===== config.mk =====
export PLATFORM = sky130hd
export DESIGN_NAME = fir_mac_sequencer_flat
export DESIGN_NICKNAME = d
export VERILOG_FILES = /design/src/rtl/fir_mac_sequencer_if.sv /design/src/rtl/fir_mac_sequencer.sv /design/src/flat_wrapper.sv
export SDC_FILE = /design/constraint.sdc
export NUM_CORES = 1
export LEC_CHECK = 0
export BUFFER_PORTS_ARGS = -buffer_cell sky130_fd_sc_hd__buf_2
export CORE_ASPECT_RATIO = 0.8
export CORE_MARGIN = 2
export CORE_UTILIZATION = 45
export DETAILED_ROUTE_END_ITERATION = 10
export PLACE_DENSITY = 0.65
export SLEW_MARGIN = 5
export SYNTH_ARGS = -nofsm -noshare
export SYNTH_HDL_FRONTEND = slang
export SYNTH_SLANG_ARGS = --single-unit

===== constraint.sdc =====
create_clock -name clk -period 2.5 [get_ports clk]
set_clock_uncertainty 0.2 [all_clocks]
set_input_delay 0.25 -clock clk [delete_from_list [all_inputs] [get_ports clk]]
set_output_delay 0.25 -clock clk [all_outputs]
set_load 0.005 [all_outputs]

===== src/rtl/fir_mac_sequencer_if.sv =====
`default_nettype none
// ============================================================================
// Module      : fir_mac_sequencer_if
// Description : Bundle of the sequencer's sample, RAM/ROM address and MAC
//               control signals.
//               master modport : the sequencer (drives addresses and controls)
//               slave modport  : the sample source plus RAM/ROM/MAC datapath
// Signals     : sample_strobe  new input sample present (one-cycle pulse)
//               sample_we      sample RAM write enable
//               wr_addr        sample RAM write address (ring write pointer)
//               rd_addr        sample RAM read address
//               coeff_addr     coefficient ROM address
//               mac_reset      clear MAC accumulator and product register
//               mac_wren       MAC multiply/accumulate enable
//               mac_rden       MAC output latch enable
//               data_zero      force both multiplier operands to zero
//               out_strobe     MAC output valid (one-cycle pulse)
//               busy           computation in progress
//               overrun        sticky: trigger arrived while busy
// Revision    : 1.0  initial release
// ============================================================================
interface fir_mac_sequencer_if #(
  parameter int ADDR_W = 7
);
  logic              sample_strobe;
  logic              sample_we;
  logic [ADDR_W-1:0] wr_addr;
  logic [ADDR_W-1:0] rd_addr;
  logic [ADDR_W-1:0] coeff_addr;
  logic              mac_reset;
  logic              mac_wren;
  logic              mac_rden;
  logic              data_zero;
  logic              out_strobe;
  logic              busy;
  logic              overrun;

  modport master (
    input  sample_strobe,
    output sample_we, wr_addr, rd_addr, coeff_addr,
    output mac_reset, mac_wren, mac_rden, data_zero,
    output out_strobe, busy, overrun
  );

  modport slave (
    output sample_strobe,
    input  sample_we, wr_addr, rd_addr, coeff_addr,
    input  mac_reset, mac_wren, mac_rden, data_zero,
    input  out_strobe, busy, overrun
  );
endinterface
`default_nettype wire


===== src/rtl/fir_mac_sequencer.sv =====
`default_nettype none
// ============================================================================
// Module      : fir_mac_sequencer
// Description : Address/control sequencer for a decimating FIR filter built
//               around one sample ring-buffer RAM, one coefficient ROM and a
//               single MAC. Every DECIM-th sample strobe launches a TAPS-long
//               multiply/accumulate pass over the newest samples.
// Parameters  : TAPS   MAC operations per output (2..2^ADDR_W-DECIM)
//               ADDR_W sample ring and coefficient address width
//               DECIM  input samples per output (>= 1)
// Ports       : clk    system clock
//               reset  synchronous active-high reset
//               bus    fir_mac_sequencer_if.master (sample strobe in;
//                      RAM/ROM addresses, MAC controls, status out)
// Options     : FIR_MAC_SEQUENCER_OVERRUN_EN  when defined, overrun latches
//               on a dropped trigger until reset; otherwise overrun is 0.
// Revision    : 1.0  initial release
// ============================================================================
module fir_mac_sequencer #(
  parameter int TAPS   = 64,
  parameter int ADDR_W = 7,
  parameter int DECIM  = 8
) (
  input  logic                clk,
  input  logic                reset,
  fir_mac_sequencer_if.master bus
);

  // Step counter is one bit wider than the address so it can reach TAPS+1.
  localparam int unsigned CNT_W = (DECIM > 1) ? $clog2(DECIM) : 1;
  localparam int unsigned TAP_W = ADDR_W + 1;

  localparam logic [CNT_W-1:0] c_dcnt_max = CNT_W'(DECIM - 1);
  localparam logic [TAP_W-1:0] c_k_steps  = TAP_W'(TAPS);
  localparam logic [TAP_W-1:0] c_k_flush  = TAP_W'(TAPS + 1);

  typedef enum logic [2:0] {
    S_IDLE  = 3'd0,
    S_CLEAR = 3'd1,
    S_ACCUM = 3'd2,
    S_FLUSH = 3'd3,
    S_READ  = 3'd4,
    S_DONE  = 3'd5
  } state_t;

  state_t            state_q, state_d;
  logic [ADDR_W-1:0] wr_addr_q, wr_addr_d;
  logic [ADDR_W-1:0] rd_addr_q, rd_addr_d;
  logic [ADDR_W-1:0] coeff_addr_q, coeff_addr_d;
  logic [ADDR_W-1:0] base_q, base_d;
  logic [TAP_W-1:0]  k_q, k_d;
  logic [CNT_W-1:0]  dcnt_q, dcnt_d;
  logic              mac_reset_q, mac_reset_d;
  logic              mac_wren_q, mac_wren_d;
  logic              mac_rden_q, mac_rden_d;
  logic              data_zero_q, data_zero_d;
  logic              out_strobe_q, out_strobe_d;
  logic              busy_q, busy_d;
  logic              overrun_q, overrun_d;

  logic w_strobe;
  logic w_trigger;

  assign w_strobe  = bus.sample_strobe;
  assign w_trigger = w_strobe && (dcnt_q == c_dcnt_max);

  always_comb begin
    state_d      = state_q;
    rd_addr_d    = rd_addr_q;
    coeff_addr_d = coeff_addr_q;
    base_d       = base_q;
    k_d          = k_q;
    mac_reset_d  = 1'b0;
    mac_wren_d   = 1'b0;
    mac_rden_d   = 1'b0;
    data_zero_d  = 1'b0;
    out_strobe_d = 1'b0;

    // Sample writes and decimation run regardless of the sequencer state.
    wr_addr_d = w_strobe ? (wr_addr_q + ADDR_W'(1)) : wr_addr_q;
    if (w_strobe) begin
      dcnt_d = (dcnt_q == c_dcnt_max) ? '0 : (dcnt_q + CNT_W'(1));
    end else begin
      dcnt_d = dcnt_q;
    end

    case (state_q)
      S_IDLE: begin
        if (w_trigger) begin
          // The trigger sample itself is tap 0: base is its write address.
          state_d      = S_CLEAR;
          base_d       = wr_addr_q;
          rd_addr_d    = wr_addr_q;
          coeff_addr_d = '0;
          k_d          = TAP_W'(1);
          mac_reset_d  = 1'b1;
        end
      end
      S_CLEAR, S_ACCUM: begin
        // mac_wren trails the addresses by one cycle (RAM read latency), so
        // it stays on for one cycle after the last address is issued.
        mac_wren_d = 1'b1;
        if (k_q == c_k_flush) begin
          state_d     = S_FLUSH;
          data_zero_d = 1'b1;
        end else begin
          state_d = S_ACCUM;
          if (k_q < c_k_steps) begin
            rd_addr_d    = base_q - k_q[ADDR_W-1:0];
            coeff_addr_d = k_q[ADDR_W-1:0];
          end
          k_d = k_q + TAP_W'(1);
        end
      end
      S_FLUSH: begin
        state_d    = S_READ;
        mac_rden_d = 1'b1;
      end
      S_READ: begin
        state_d      = S_DONE;
        out_strobe_d = 1'b1;
      end
      S_DONE:  state_d = S_IDLE;
      default: state_d = S_IDLE;
    endcase

    busy_d = (state_d != S_IDLE);

`ifdef FIR_MAC_SEQUENCER_OVERRUN_EN
    // Any trigger seen outside IDLE (DONE included) is dropped.
    overrun_d = overrun_q || (w_trigger && (state_q != S_IDLE));
`else
    overrun_d = 1'b0;
`endif
  end

  always_ff @(posedge clk) begin
    if (reset) begin
      state_q      <= S_IDLE;
      wr_addr_q    <= '0;
      rd_addr_q    <= '0;
      coeff_addr_q <= '0;
      base_q       <= '0;
      k_q          <= '0;
      dcnt_q       <= '0;
      mac_reset_q  <= 1'b1;
      mac_wren_q   <= 1'b0;
      mac_rden_q   <= 1'b0;
      data_zero_q  <= 1'b0;
      out_strobe_q <= 1'b0;
      busy_q       <= 1'b0;
      overrun_q    <= 1'b0;
    end else begin
      state_q      <= state_d;
      wr_addr_q    <= wr_addr_d;
      rd_addr_q    <= rd_addr_d;
      coeff_addr_q <= coeff_addr_d;
      base_q       <= base_d;
      k_q          <= k_d;
      dcnt_q       <= dcnt_d;
      mac_reset_q  <= mac_reset_d;
      mac_wren_q   <= mac_wren_d;
      mac_rden_q   <= mac_rden_d;
      data_zero_q  <= data_zero_d;
      out_strobe_q <= out_strobe_d;
      busy_q       <= busy_d;
      overrun_q    <= overrun_d;
    end
  end

  // Reset takes priority over a coincident sample strobe, so the RAM write
  // is suppressed too.
  assign bus.sample_we  = w_strobe && !reset;
  assign bus.wr_addr    = wr_addr_q;
  assign bus.rd_addr    = rd_addr_q;
  assign bus.coeff_addr = coeff_addr_q;
  assign bus.mac_reset  = mac_reset_q;
  assign bus.mac_wren   = mac_wren_q;
  assign bus.mac_rden   = mac_rden_q;
  assign bus.data_zero  = data_zero_q;
  assign bus.out_strobe = out_strobe_q;
  assign bus.busy       = busy_q;
  assign bus.overrun    = overrun_q;

endmodule
`default_nettype wire


===== src/flat_wrapper.sv =====
// flat-port wrapper written by rule: the top's interface ports become plain ports
module fir_mac_sequencer_flat 
#(
  parameter int TAPS   = 64,
  parameter int ADDR_W = 7,
  parameter int DECIM  = 8
)
  (clk, reset, bus_sample_strobe, bus_sample_we, bus_wr_addr, bus_rd_addr, bus_coeff_addr, bus_mac_reset, bus_mac_wren, bus_mac_rden, bus_data_zero, bus_out_strobe, bus_busy, bus_overrun);
  fir_mac_sequencer_if #(.ADDR_W(ADDR_W)) bus_i ();
  input  logic clk;
  input  logic reset;
  input wire logic [$bits(bus_i.sample_strobe)-1:0] bus_sample_strobe;
  output wire logic [$bits(bus_i.sample_we)-1:0] bus_sample_we;
  output wire logic [$bits(bus_i.wr_addr)-1:0] bus_wr_addr;
  output wire logic [$bits(bus_i.rd_addr)-1:0] bus_rd_addr;
  output wire logic [$bits(bus_i.coeff_addr)-1:0] bus_coeff_addr;
  output wire logic [$bits(bus_i.mac_reset)-1:0] bus_mac_reset;
  output wire logic [$bits(bus_i.mac_wren)-1:0] bus_mac_wren;
  output wire logic [$bits(bus_i.mac_rden)-1:0] bus_mac_rden;
  output wire logic [$bits(bus_i.data_zero)-1:0] bus_data_zero;
  output wire logic [$bits(bus_i.out_strobe)-1:0] bus_out_strobe;
  output wire logic [$bits(bus_i.busy)-1:0] bus_busy;
  output wire logic [$bits(bus_i.overrun)-1:0] bus_overrun;
  assign bus_i.sample_strobe = bus_sample_strobe;
  assign bus_sample_we = bus_i.sample_we;
  assign bus_wr_addr = bus_i.wr_addr;
  assign bus_rd_addr = bus_i.rd_addr;
  assign bus_coeff_addr = bus_i.coeff_addr;
  assign bus_mac_reset = bus_i.mac_reset;
  assign bus_mac_wren = bus_i.mac_wren;
  assign bus_mac_rden = bus_i.mac_rden;
  assign bus_data_zero = bus_i.data_zero;
  assign bus_out_strobe = bus_i.out_strobe;
  assign bus_busy = bus_i.busy;
  assign bus_overrun = bus_i.overrun;
  fir_mac_sequencer #(.TAPS(TAPS), .ADDR_W(ADDR_W), .DECIM(DECIM)) u_core (.clk(clk), .reset(reset), .bus(bus_i));
endmodule

==> results.sh <==
export IMPL_status="completed"
export IMPL_core_rowCount=22
export IMPL_routed_via_density=5.27
export IMPL_p_per_area_nw_per_um2=551
export IMPL_hp_class="in2reg"
export IMPL_grt_overflow=0
export IMPL_clock_latency_ns=0.30
export IMPL_die_area_um2=5590
export IMPL_cts_setup_buffers=0
export IMPL_worst_pin_slew_ns=0.654
export IMPL_avgRoutedWirePerCell_um=13.2
export IMPL_relSlewSlack=0.564
export IMPL_ioPinCount=32
export IMPL_ir_worst_vdd_v=0.000272
export IMPL_grt_max_degree=21
export IMPL_initial_core_util=0.478
export IMPL_critPathMaxFanout=8
export IMPL_crit_arrival_ns=2.26
export IMPL_synth_edf_count=0
export IMPL_syn_inst=255
export IMPL_synth_top_flop_cell="dfxtp_1"
export IMPL_clk_pin_slew_ns=0.09
export IMPL_max_freq_mhz=445
export IMPL_cts_sinks=48
export IMPL_final_cell_area_um2=2590
export IMPL_cts_tree="done"
export IMPL_nets=301
export IMPL_htreeDepth=2
export IMPL_area_growth_syn_to_layout_pct=15.1
export IMPL_cts_hold_buf=0
export IMPL_start_kind="flip-flop"
export IMPL_dpl_cell_area_um2=2460
export IMPL_grt_pass1_vias=1665
export IMPL_post_route_util=0.551
export IMPL_grt_pass1_wl_um=8010
export IMPL_fp_dieH_um=67.3
export IMPL_regArea_um2=961
export IMPL_worstPathRequired_ns=2.52
export IMPL_cap_viol_max_count=0
export IMPL_syn_area_um2=2250
export IMPL_ys_ff_latch=48
export IMPL_period_needed_ns=2.24
export IMPL_final_common_cell="dfxtp_1"
export IMPL_path_class="reg2reg"
export IMPL_postSynthAreaPerCell_um2=8.83
export IMPL_drcViolationCount=0
export IMPL_final_setup_tns_ns=0
export IMPL_fp_coreArea_um2=4710
export IMPL_place_congestion=0.851
export IMPL_min_delay_start="reset"
export IMPL_clockRootBuffer="clkbuf_8"
export IMPL_hpwl_um=3330
export IMPL_r2r_slack_ns=0.26
export IMPL_setup_viol=0
export IMPL_mostFrequentLayoutCells="dfxtp_1 (48), nor2_1 (37), buf_2 (30), nand2_1 (20), a21oi_1 (18)"
export IMPL_multi_input_area_um2=1190
export IMPL_dr_pass1_iters=4
export IMPL_synth_async_reset_ratio=0
export IMPL_hold_violations=0
export IMPL_hold_end="u_core.state_q[2]"
export IMPL_rsz0062_at_grt="no"
export IMPL_r2r_start="u_core.k_q[0]"
export IMPL_antenna_found_initial=0
export IMPL_r2r_cells=7
export IMPL_vias=1827
export IMPL_diodes=0
export IMPL_syn_nets=270
export IMPL_die_x_um=83.1
export IMPL_finalMaxSlewViolations=0
export IMPL_finalCritPeriodShare=0.898
export IMPL_clockBufferDepth=2
export IMPL_endpoint_kind="flip-flop"
export IMPL_min_path_cells=2
export IMPL_drt_iter0_drc=66
export IMPL_cts_resized=0
export IMPL_totalWireLength_um=4590
export IMPL_yosys_warnings=0
export IMPL_io_buffers=30
export IMPL_grt_use_total=0.179
export IMPL_cts_buffers=5
export IMPL_seq_area_frac_synth=0.427
export IMPL_fillers=437
export IMPL_ant_nets=0
export IMPL_r2r_end="u_core.bus.rd_addr[6]"
export IMPL_ys_types=47
export IMPL_p_leak_nw=1.05
export IMPL_drive_above_1_share=0.185
worst max-delay path, cell delays in order (launching register included):
cell and delay [ns]:
dfxtp_1 0.39, ha_1 0.26, fa_1 0.44, nor2b_1 0.21, o31a_1 0.21, a31o_2 0.17
o31ai_1 0.07, a211oi_1 0.21
per-stage QoR:
step	cells	hold slack (ns)	setup WS, ns	power [W]
final	347	0.0978	0.255	0.00143
after floorplan	255	0.248	0.459	0.000826
after global placement	339	0.242	0.327	0.000837
after CTS	347	0.0825	0.250	0.00144
after detailed placement	339	0.241	0.275	0.000838
after global routing	347	0.105	0.0696	0.00149
cell type report:
cell class,instances,area share
sequential,48,0.371
timing repair buffer,37,0.0782
inverter,9,0.0130
clock buffer,7,0.0372
clock inverter,1,0.0116
tap,60,0.0290
multi-input combinational,185,0.460
per-layer routing:
metal  global-route usage  vias up  part of all wire
li1                     -      943                 -
met1                0.250      848              0.52
met2                0.283       31              0.43
met3               0.0379        5             0.043
met4               0.0553        0             0.011
met5                    0        -                 0
sequential cells by signal (all words and copies together), names as in the netlist:
name	flops
u_core.state_q	3
u_core.bus.mac_reset	1
u_core.bus.mac_rden	1
u_core.bus.wr_addr	7
u_core.bus.mac_wren	1
u_core.k_q	8
u_core.base_q	7
u_core.bus.coeff_addr	7
u_core.bus.rd_addr	7
u_core.dcnt_q	3
u_core.bus.busy	1
u_core.bus.data_zero	1
u_core.bus.out_strobe	1
how the worst max path moves through the flow:
stage	start	end	slack (ns)	cells after the start
2_1_floorplan	u_core.k_q[1]	u_core.bus.rd_addr[5]	0.46	7
3_3_place_gp	u_core.k_q[0]	u_core.bus.rd_addr[6]	0.33	7
3_5_place_dp	u_core.k_q[0]	u_core.bus.rd_addr[6]	0.28	7
4_1_cts	u_core.k_q[0]	u_core.bus.rd_addr[6]	0.25	7
5_1_grt	u_core.k_q[0]	u_core.bus.rd_addr[6]	0.07	7
6_report	u_core.k_q[0]	u_core.bus.rd_addr[6]	0.26	7
cell usage after synthesis (all sizes together), types with 2 or more instances:
library cell | n | area share
mux2i | 10 | 0.044
o21a | 4 | 0.013
buf | 7 | 0.019
and2 | 2 | 0.0056
nand4 | 2 | 0.0056
nor3 | 9 | 0.027
o211ai | 2 | 0.0067
o21ai | 6 | 0.015
a211oi | 7 | 0.023
a21oi | 19 | 0.044
xnor2 | 6 | 0.023
ha | 11 | 0.061
or3 | 2 | 0.0056
o31a | 2 | 0.0078
nor2 | 37 | 0.062
nand2b | 4 | 0.011
dfxtp | 48 | 0.43
nand3 | 10 | 0.022
xor2 | 6 | 0.023
or2 | 2 | 0.0056
clkbuf | 6 | 0.010
inv | 9 | 0.015
nand2 | 20 | 0.033
nor2b | 5 | 0.014
nor3b | 2 | 0.0067
power by group:
part           switching (W)  internal (W)
clock               0.000255      0.000353
sequential        0.00000766      0.000771
combinational      0.0000247     0.0000167
cells by family after synthesis:
logic type,after synthesis,share of synthesized area
adder cells (fa/ha/maj),12,0.0700
other,1,0.00167
AO/OA/AOI/OAI,48,0.143
flip-flops,48,0.427
buffers and inverters,22,0.0439
AND/OR/NAND/NOR,102,0.224
multiplexers,10,0.0444
XOR/XNOR,12,0.0467
No activity file was read; power rests on OpenSTA's default activity.
